[config.mk]
export PLATFORM = sky130hd
export DESIGN_NAME = axis_stream_scoreboard
export DESIGN_NICKNAME = d
export VERILOG_FILES = /design/src/rtl/axis_stream_scoreboard.sv
export SDC_FILE = /design/constraint.sdc
export NUM_CORES = 1
export LEC_CHECK = 0
export ABC_AREA = 1
export CORE_ASPECT_RATIO = 0.5
export CORE_MARGIN = 2
export CORE_UTILIZATION = 55
export DETAILED_ROUTE_END_ITERATION = 10
export DONT_BUFFER_PORTS = 1
export MAX_ROUTING_LAYER = met4
export PLACE_DENSITY = 0.7
export SLEW_MARGIN = 0
export SYNTH_ARGS = -nofsm -noshare
export SYNTH_HDL_FRONTEND = slang
export SYNTH_SLANG_ARGS = --single-unit
[constraint.sdc]
create_clock -name aclk -period 7.25 [get_ports aclk]
set_input_delay 1.0875 -clock aclk [delete_from_list [all_inputs] [get_ports aclk]]
set_output_delay 1.0875 -clock aclk [all_outputs]
set_load 0.1 [all_outputs]
[src/rtl/axis_stream_scoreboard.sv]
`default_nettype none
// ============================================================================
// Module   : axis_stream_scoreboard
// Purpose  : Passive AXI4-Stream scoreboard. Taps an expected (reference)
//            stream and an actual (DUT output) stream, buffers expected beats
//            in a FIFO and compares every actual beat against the FIFO head.
//            Counts beats, packets and mismatches, and reports done/pass once
//            the programmed number of actual packets has been checked.
// Optional : define SCB_FIRST_ERR_CAPTURE_EN to add first-error capture ports
//            (first_err_idx, first_err_exp, first_err_act).
// Ports    : aclk, aresetn         - clock, async active-low reset
//            start, pkt_target     - arm a run / number of packets to check
//            exp_t* / act_t*       - passive taps of both streams (inputs only)
//            busy, done, pass      - run status
//            mismatch              - one-cycle pulse per failed compare
//            beat_cnt, err_cnt     - saturating beat / error counters
//            pkt_cnt               - actual packets completed
//            overflow, underflow   - sticky FIFO error flags
// Revision : 1.0 - initial release
// ============================================================================
module axis_stream_scoreboard #(
    parameter  int DATA_W = 32,
    parameter  int DEPTH  = 16,
    parameter  int CNT_W  = 32,
    localparam int KEEP_W = DATA_W / 8
) (
    input  logic              aclk,
    input  logic              aresetn,
    input  logic              start,
    input  logic [15:0]       pkt_target,
    input  logic              exp_tvalid,
    input  logic              exp_tready,
    input  logic [DATA_W-1:0] exp_tdata,
    input  logic [KEEP_W-1:0] exp_tkeep,
    input  logic              exp_tlast,
    input  logic              act_tvalid,
    input  logic              act_tready,
    input  logic [DATA_W-1:0] act_tdata,
    input  logic [KEEP_W-1:0] act_tkeep,
    input  logic              act_tlast,
    output logic              busy,
    output logic              done,
    output logic              pass,
    output logic              mismatch,
    output logic [CNT_W-1:0]  beat_cnt,
    output logic [CNT_W-1:0]  err_cnt,
    output logic [15:0]       pkt_cnt,
    output logic              overflow,
    output logic              underflow
`ifdef SCB_FIRST_ERR_CAPTURE_EN
    ,
    output logic [CNT_W-1:0]  first_err_idx,
    output logic [DATA_W-1:0] first_err_exp,
    output logic [DATA_W-1:0] first_err_act
`endif
);

    localparam int               c_AW      = $clog2(DEPTH);
    localparam int               c_ENTRY_W = DATA_W + KEEP_W + 1;
    localparam logic [c_AW:0]    c_PTR_ONE = {{c_AW{1'b0}}, 1'b1};
    localparam logic [CNT_W-1:0] c_CNT_ONE = {{(CNT_W-1){1'b0}}, 1'b1};
    localparam logic [CNT_W-1:0] c_CNT_MAX = {CNT_W{1'b1}};

    typedef enum logic [1:0] {
        ST_IDLE = 2'd0,
        ST_RUN  = 2'd1,
        ST_DONE = 2'd2
    } state_t;

    state_t              r_state;
    logic                r_busy;
    logic                r_done;
    logic                r_mismatch;
    logic [CNT_W-1:0]    r_beat_cnt;
    logic [CNT_W-1:0]    r_err_cnt;
    logic [15:0]         r_pkt_cnt;
    logic [15:0]         r_target;
    logic                r_overflow;
    logic                r_underflow;
    logic [c_AW:0]       r_wr_ptr;
    logic [c_AW:0]       r_rd_ptr;
    logic [c_ENTRY_W-1:0] r_mem [DEPTH];

    logic                w_run;
    logic                w_start_run;
    logic                w_exp_beat;
    logic                w_act_beat;
    logic                w_empty;
    logic                w_full;
    logic [c_ENTRY_W-1:0] w_head;
    logic                w_bypass;
    logic                w_pop;
    logic                w_push;
    logic                w_ovf_evt;
    logic                w_unf_evt;
    logic [DATA_W-1:0]   w_ref_data;
    logic [KEEP_W-1:0]   w_ref_keep;
    logic                w_ref_last;
    logic [KEEP_W-1:0]   w_byte_ok;
    logic                w_cmp_ok;
    logic                w_fail;

    assign w_run       = (r_state == ST_RUN);
    // start is honoured only outside RUN
    assign w_start_run = start && (r_state != ST_RUN);
    assign w_exp_beat  = exp_tvalid && exp_tready;
    assign w_act_beat  = act_tvalid && act_tready;

    // Extra pointer MSB distinguishes full from empty when the indices match
    assign w_empty = (r_wr_ptr == r_rd_ptr);
    assign w_full  = (r_wr_ptr[c_AW] != r_rd_ptr[c_AW]) &&
                     (r_wr_ptr[c_AW-1:0] == r_rd_ptr[c_AW-1:0]);
    assign w_head  = r_mem[r_rd_ptr[c_AW-1:0]];

    // Empty FIFO with beats on both streams: compare straight through, store nothing
    assign w_bypass  = w_run && w_act_beat && w_empty && w_exp_beat;
    assign w_pop     = w_run && w_act_beat && !w_empty;
    // A full FIFO still accepts a push when the same cycle frees a slot
    assign w_push    = w_run && w_exp_beat && !w_bypass && (!w_full || w_pop);
    assign w_ovf_evt = w_run && w_exp_beat && w_full && !w_pop;
    assign w_unf_evt = w_run && w_act_beat && w_empty && !w_exp_beat;

    // Reference beat: incoming expected beat when bypassing, else FIFO head
    always_comb begin
        w_ref_data = w_head[c_ENTRY_W-1 -: DATA_W];
        w_ref_keep = w_head[KEEP_W:1];
        w_ref_last = w_head[0];
        if (w_empty) begin
            w_ref_data = exp_tdata;
            w_ref_keep = exp_tkeep;
            w_ref_last = exp_tlast;
        end
    end

    // Bytes disabled by the expected keep are don't-care
    for (genvar gi = 0; gi < KEEP_W; gi++) begin : g_byte
        assign w_byte_ok[gi] = !w_ref_keep[gi] ||
                               (w_ref_data[gi*8 +: 8] == act_tdata[gi*8 +: 8]);
    end

    assign w_cmp_ok = (w_ref_keep == act_tkeep) && (w_ref_last == act_tlast) && (&w_byte_ok);
    assign w_fail   = w_run && w_act_beat && (w_unf_evt || !w_cmp_ok);

    // FIFO storage (no reset needed; validity is tracked by the pointers)
    always_ff @(posedge aclk) begin
        if (w_push) begin
            r_mem[r_wr_ptr[c_AW-1:0]] <= {exp_tdata, exp_tkeep, exp_tlast};
        end
    end

    // Control FSM, counters, flags and pointers
    always_ff @(posedge aclk or negedge aresetn) begin
        if (!aresetn) begin
            r_state     <= ST_IDLE;
            r_busy      <= 1'b0;
            r_done      <= 1'b0;
            r_mismatch  <= 1'b0;
            r_beat_cnt  <= '0;
            r_err_cnt   <= '0;
            r_pkt_cnt   <= '0;
            r_target    <= '0;
            r_overflow  <= 1'b0;
            r_underflow <= 1'b0;
            r_wr_ptr    <= '0;
            r_rd_ptr    <= '0;
        end else begin
            r_mismatch <= 1'b0;
            case (r_state)
                ST_RUN: begin
                    if (w_push) r_wr_ptr <= r_wr_ptr + c_PTR_ONE;
                    if (w_pop)  r_rd_ptr <= r_rd_ptr + c_PTR_ONE;
                    if (w_ovf_evt) r_overflow  <= 1'b1;
                    if (w_unf_evt) r_underflow <= 1'b1;
                    if (w_act_beat) begin
                        if (r_beat_cnt != c_CNT_MAX) r_beat_cnt <= r_beat_cnt + c_CNT_ONE;
                        if (w_fail && (r_err_cnt != c_CNT_MAX)) r_err_cnt <= r_err_cnt + c_CNT_ONE;
                        if (act_tlast) r_pkt_cnt <= r_pkt_cnt + 16'd1;
                        r_mismatch <= w_fail;
                    end
                    // Reacts to the registered count, so DONE follows one cycle later
                    if (r_pkt_cnt >= r_target) begin
                        r_state <= ST_DONE;
                        r_busy  <= 1'b0;
                        r_done  <= 1'b1;
                    end
                end
                default: begin
                    if (w_start_run) begin
                        r_state     <= ST_RUN;
                        r_busy      <= 1'b1;
                        r_done      <= 1'b0;
                        r_beat_cnt  <= '0;
                        r_err_cnt   <= '0;
                        r_pkt_cnt   <= '0;
                        r_target    <= pkt_target;
                        r_overflow  <= 1'b0;
                        r_underflow <= 1'b0;
                        r_wr_ptr    <= '0;
                        r_rd_ptr    <= '0;
                    end
                end
            endcase
        end
    end

    assign busy      = r_busy;
    assign done      = r_done;
    assign mismatch  = r_mismatch;
    assign beat_cnt  = r_beat_cnt;
    assign err_cnt   = r_err_cnt;
    assign pkt_cnt   = r_pkt_cnt;
    assign overflow  = r_overflow;
    assign underflow = r_underflow;
    // Leftover expected beats also fail the run
    assign pass      = r_done && (r_err_cnt == '0) && !r_overflow && !r_underflow && w_empty;

`ifdef SCB_FIRST_ERR_CAPTURE_EN
    logic [CNT_W-1:0]  r_first_err_idx;
    logic [DATA_W-1:0] r_first_err_exp;
    logic [DATA_W-1:0] r_first_err_act;

    // Captured in the cycle whose compare takes err_cnt from 0 to 1
    always_ff @(posedge aclk or negedge aresetn) begin
        if (!aresetn) begin
            r_first_err_idx <= '0;
            r_first_err_exp <= '0;
            r_first_err_act <= '0;
        end else if (w_start_run) begin
            r_first_err_idx <= '0;
            r_first_err_exp <= '0;
            r_first_err_act <= '0;
        end else if (w_fail && (r_err_cnt == '0)) begin
            r_first_err_idx <= r_beat_cnt;
            r_first_err_exp <= w_unf_evt ? '0 : w_ref_data;
            r_first_err_act <= act_tdata;
        end
    end

    assign first_err_idx = r_first_err_idx;
    assign first_err_exp = r_first_err_exp;
    assign first_err_act = r_first_err_act;
`endif

endmodule
`default_nettype wire

After elaboration in Yosys (flattened, before gate mapping). Memories as Yosys holds them, arrays and structs flattened. Index checks and enable logic that the tools add are counted.

Reduce and logical (&&, ||, !) cells: 52. Add/sub/neg operators: 5. Multiply operators: 0. Div/mod/pow operators: 0. Muxes and demuxes: 36. Equal/unequal tests: 22. Shift-type cells: 0. $lt $le $gt $ge: 1. Bitwise operators: 1.

Operators with widths (count): 2-to-1 mux 32 bit (8); adder 32 x 1 -> 32 bit (second input constant) (2); 2-to-1 mux 16 bit (4); inequality test 32 bit (second input constant) (2); equality test 8 bit (4); logical NOT 32 bit (1); 2-to-1 mux 5 bit (5); logical AND 1 bit (22); inequality test 2 x 1 -> 1 bit (second input constant) (9); adder 16 x 1 -> 16 bit (second input constant) (1); >= comparator 16 bit (1); 2-to-1 mux 1 bit (15); logical NOT 1 bit (12); AND reduction 2 bit (6); adder 5 x 1 -> 5 bit (second input constant) (2); AND reduction 3 bit (3); equality test 4 bit (2); logical OR 1 bit (6); 2-to-1 mux 2 bit (3); equality test 5 bit (1); 2-to-1 mux 4 bit (1); AND reduction 4 bit (1); equality test 2 x 1 -> 1 bit (second input constant) (1); inequality test 2 bit (second input constant) (1); other kinds (4) (4).

Memories: 1. Latch bits: 0. Input port bits: 97. Bits in registers: 113. ROM bits: 0. Output and inout port bits: 86. Memory bits (writable): 592. Word-level logic and storage cells: 130.

Memories: r_mem (depth 16, width 37, rd ports 1, clocked after Yosys merged registers in 0, write ports 1, line 82) `logic [c_ENTRY_W-1:0] r_mem [DEPTH];`.

Longest topological paths before layout.
Depth in word-level cells: 13. Depth in mapped cells: 25. Mapped depth without buffers: 22.

Worst setup path after synthesis. No wires, ideal clock.

Path type: reg-to-reg. Start: register r_state[0]. End: register r_wr_ptr[4]. Data required time: 7.163 ns. Setup time: 0.087 ns. Arrival: 4.006 ns. Stages on the path, launching flop included: 13. Clock period less this slack: 4.093 ns. Path slack: 3.157 ns. Cells stage by stage: dfrtp_1 -> inv_1 -> nor2_1 -> inv_1 -> nor2_2 -> nand2_1 -> nand4_1 -> nand3_1 -> inv_1 -> nand2_1 -> nor2_1 -> o21ai_0 -> a21oi_1.

Word-level cells in the longest chain between the ends: 9.

RTL lines: start: declaration (line 70) `state_t r_state;`; start signal: assignment (line 154) `r_state <= ST_IDLE;`; start signal: assignment (line 182) `r_state <= ST_DONE;`; start signal: assignment (line 189) `r_state <= ST_RUN;`; equality test 2 x 1 -> 1 bit (line 103, 168); logical AND 1 bit (line 116, 117); logical AND 1 bit (2 in a row) (line 116) `assign w_bypass = w_run && w_act_beat && w_empty && w_exp_beat;`; logical NOT 1 bit (line 119) `assign w_push = w_run && w_exp_beat && !w_bypass && (!w_full || w_pop);`; logical AND 1 bit (2 in a row) (line 119); inequality test 2 x 1 -> 1 bit (no source line); AND reduction 2 bit (no source line); end signal: assignment (line 170) `if (w_push) r_wr_ptr <= r_wr_ptr + c_PTR_ONE;`; end: declaration (line 80) `logic [c_AW:0] r_wr_ptr;`.

Parallel ways exist; a longest one is shown, timed or not. A chain may end at the register's enable or synchronous reset.

Worst setup path after layout.
Start: register r_rd_ptr[0]. End: register r_err_cnt[8], in the netlist err_cnt[8].

Word-level cells in the longest chain between the ends: 12.

RTL lines: start: declaration (line 81) `logic [c_AW:0] r_rd_ptr;`; start signal: assignment (line 171) `if (w_pop) r_rd_ptr <= r_rd_ptr + c_PTR_ONE;`; memory read (16 x 37 bit) or equality test 5 bit (tied branches); 2-to-1 mux 32 bit or 2-to-1 mux 4 bit (tied branches) (line 128) `if (w_empty) begin`; equality test 8 bit or logical NOT 1 bit (tied branches) (line 138, 137); logical OR 1 bit (line 137) `assign w_byte_ok[gi] = !w_ref_keep[gi] ||`; AND reduction 4 bit (line 141) `assign w_cmp_ok = (w_ref_keep == act_tkeep) && (w_ref_last == act_tlast) && (&w_byte_ok);`; logical AND 1 bit (line 141); logical NOT 1 bit (line 142) `assign w_fail = w_run && w_act_beat && (w_unf_evt || !w_cmp_ok);`; logical OR 1 bit * (line 142); logical AND 1 bit * (line 142); logical AND 1 bit * (line 176) `if (w_fail && (r_err_cnt != c_CNT_MAX)) r_err_cnt <= r_err_cnt + c_CNT_ONE;`; inequality test 2 x 1 -> 1 bit (no source line) *; AND reduction 3 bit (no source line) *; end signal: assignment (line 176); end: declaration (line 75) `logic [CNT_W-1:0] r_err_cnt;`.

Mark *: on every way between the ends. The rest lies on a longest branch, timed or not.

==> flow_metrics.py <==
metrics = {
    "run_status": {
        "status": "complete, no violations",
    },
    "die": {
        "rows": 62,
        "initial_utilization_pct": 55.5,
        "dieArea_mm2": 0.0598,
        "core_area_mm2": 0.0572,
        "ioPinCount": 183,
        "die_height_um": 174,
        "dieWidth_um": 344,
    },
    "drt": {
        "vias_per_cell": 5.75,
        "post-route-drc-count": 0,
        "drt_iter0_drc": 2505,
        "ant_nets": 0,
        "vias": 22800,
        "drt-wirelength-per-cell_um": 21.0,
        "wl_um": 83000,
        "firstDrtPassIters": 5,
    },
    "setup_path": {
        "timing.critical_path.buf_inv": 3,
        "crit_path_start_kind": "flop",
        "worstPathCellList": "inv_6, nand2_2, nand2_2, nor2_4, nand2_1, nor2_2, buf_4, nor2_1, nand2_1, nand2_1, nand2_1, nand2_1, inv_1, nand2_1, nor2_1, nand2_1, nand2_1, nand3_1, o21bai_4, nand2_2, nand2_1, nand2_1",
        "worstPathArrival_ps": 6340,
        "critPathRequiredTime_ps": 7750,
        "crit_top_cell": "nand2_1",
        "cp_num_cells": 22,
        "worst_r2r_path_depth": 22,
        "path_max_fanout": 122,
        "cpPeakStageDelay_ps": 950,
        "critPathTopFamily": "simple AND/OR/NAND/NOR gates",
        "crit_type": "reg -> reg",
        "crit_slowest_cell": "dfrtp_4",
        "worstSetupEndpointType": "flop",
    },
    "sta": {
        "tightest_slew_ps": 1300,
        "min_period_ps": 5840,
        "post-route-period-util_pct": 80.5,
        "setup_tns_ps": 0,
        "fmax_ghz": 0.171,
        "maxSlewViolCount": 0,
        "fin_worst_skew_ps": 37.7,
        "slew_headroom_pct": 13.2,
        "hold_viol": 0,
        "rsz0062_at_grt": "false",
        "finalSetupViolCount": 0,
    },
    "yosys": {
        "synth-seq-cells": 703,
        "synth.largest_area_cell": "edfxtp_1",
        "avgSynthCellArea_um2": 9.96,
        "yosysWarnings": 0,
        "netlist_area_mm2": 0.0318,
        "synthCells": 3189,
        "seq_area_frac_synth_pct": 64.7,
        "synth_cell_types": 43,
        "yosys-top-cells-area": "edfxtp_1, nand2_1, dfrtp_1",
        "async_flop_share_pct": 15.8,
        "synth_ff_type": "edfxtp_1",
        "synth-edff-count": 592,
        "syn-num-nets": 3311,
        "yosys.area.top_type_share_pct": 55.9,
    },
    "clock_tree": {
        "cts.sinks": 703,
        "insertion_delay_ps": 650,
        "cts-hold-fix-buffers": 0,
        "cts_resized": 0,
        "cts.reportedPaths.clkPinSlew_ps": 70,
        "htreeDepth": 2,
        "post_cts_buffers": 0,
        "cts_tree": "yes",
        "cts_buffers": 61,
        "clockBufferDepth": 3,
        "cts-root-buf": "clkbuf_16",
    },
    "layout": {
        "syn2layout_area_growth_pct": 8.54,
        "diodes": 0,
        "nets": 3264,
        "fin_cells": 3959,
        "drive_above_1_share_pct": 5.23,
    },
    "global_routing": {
        "grt_max_degree": 197,
        "grt_antenna_before_repair": 0,
        "use_met3_pct": 5.29,
        "grt-ovfl-total": 0,
        "grt_util_met1_pct": 40.5,
        "grt_use_total_pct": 28.5,
        "grtUsageMet2_pct": 42.7,
        "grt_pass1_vias": 21300,
        "top_usage_layer": "met2",
        "grt_pass1_wl_um": 127000,
    },
    "power_and_ir_drop": {
        "power.density_mw_per_mm2": 354,
        "peakVddDrop_uv": 259,
        "p_leak_uw": 0.0131,
    },
    "hold_path": {
        "hold_class": "in -> async",
    },
    "place": {
        "dp_cells": 3847,
        "gp_congestion": 0.933,
        "hpwlAfterDp_um": 47700,
        "io_buffers": 0,
    },
    "flow_run": {
        "drv_cap": 0,
    },
}
[path summary, 6_finish.rpt]
check	from	end	slack, ps
max reg2reg	r_rd_ptr[0]	err_cnt[8]	1410
min	aresetn	beat_cnt[13]	140
max	r_rd_ptr[0]	err_cnt[8]	1410
min in group aclk	r_target[0]	r_target[0]	490
max in group asynchronous	aresetn	err_cnt[9]	6870
min reg2reg	r_target[0]	r_target[0]	490
[sequential cells by signal (all words and copies together), names as in the netlist]
signal,count
overflow,1
underflow,1
r_rd_ptr,5
mismatch,1
r_mem,592
r_target,16
beat_cnt,32
err_cnt,32
r_wr_ptr,5
pkt_cnt,16
r_state,2
[layer usage]
metal	wire length [um]	up-vias	share of wire (%)
met4	1880	0	2.3
met1	35600	11000	43
met3	7580	129	9.1
met5	0	-	0
met2	38000	956	46
li1	-	10700	-
[metrics by stage]
step	cell area, um^2	hold WS, ps	setup slack [ps]	utilization (%)	power (uW)
3_3_place_gp	32500	472	1780	56.8	8880
5_1_grt	34500	111	1000	60.2	12900
6_report	34500	144	1410	60.2	12200
2_1_floorplan	31800	453	3160	-	7950
3_5_place_dp	32500	479	1630	56.8	8980
4_1_cts	34500	115	1570	60.2	12200
[kinds of logic (layout without fill, tap and decap cells)]
family / after synthesis / after routing / synth area share (%)
fa+ha+maj: 25 / 25 / 0.984
compound gates: 398 / 398 / 6.92
buf+inv: 366 / 368 / 4.78
simple gates: 1653 / 1653 / 21.4
xor+xnor: 44 / 44 / 1.21
flops: 703 / 703 / 64.7
[worst register-to-register path, stage by stage (launching register included)]
cell and delay, ps:
dfrtp_4 950, inv_6 450, nand2_2 270, nand2_2 80
nor2_4 140, nand2_1 80, nor2_2 560, buf_4 420
nor2_1 90, nand2_1 80, nand2_1 50, nand2_1 60
nand2_1 60, inv_1 160, nand2_1 80, nor2_1 90
nand2_1 180, nand2_1 110, nand3_1 250, o21bai_4 710
nand2_2 580, nand2_1 190, nand2_1 70
[synthesized netlist by cell type, types with 2 or more instances]
master	n
inv_2	2
o21ai_0	261
nand2_2	3
a211oi_1	2
ha_1	25
nor2_1	556
nor4_1	25
nand2_1	750
clkbuf_1	67
clkinv_1	2
o221ai_1	2
edfxtp_1	592
nand3_1	196
a21oi_1	53
buf_1	18
buf_6	7
o21a_1	4
inv_1	211
o211ai_1	41
xnor2_1	17
nand3b_1	10
nor3_1	41
a31oi_1	5
o21ai_1	3
or2_1	37
buf_2	51
o22ai_1	7
dfrtp_1	111
or2_2	6
o31ai_1	15
nand4_1	21
buf_4	8
xor2_1	27
nor3b_1	4
[where the power goes]
part / total (uW) / leakage, uW / switching (uW) / internal (uW)
logic: 3770 / 0.00533 / 2680 / 1090
registers: 5170 / 0.00682 / 564 / 4610
clock network: 3250 / 0.000937 / 1500 / 1750
total: 12200 / 0.0131 / 4750 / 7450
[layout make-up]
class / instances / area [um^2]
Clock buffer: 70 / 1580
Clock inverter: 42 / 387
Fill cell: 4646 / 22800
Inverter: 215 / 815
Multi-Input combinational cell: 2120 / 9840
Sequential cell: 703 / 20600
Tap cell: 768 / 961
Timing Repair Buffer: 41 / 345
[layout by cell type (no fill, tap or decap), types with 21 or more instances in the layout]
cell type / n
ha_1: 25
clkbuf_16: 62
nand2_1: 749
o211ai_1: 41
nor4_1: 25
nand3_1: 196
xor2_1: 27
nor2_1: 537
or2_1: 37
buf_4: 38
dfrtp_1: 108
edfxtp_1: 592
nor3_1: 41
o21ai_0: 261
a21oi_1: 53
inv_1: 209
nand4_1: 21
(Power assumes the default switching activity.)
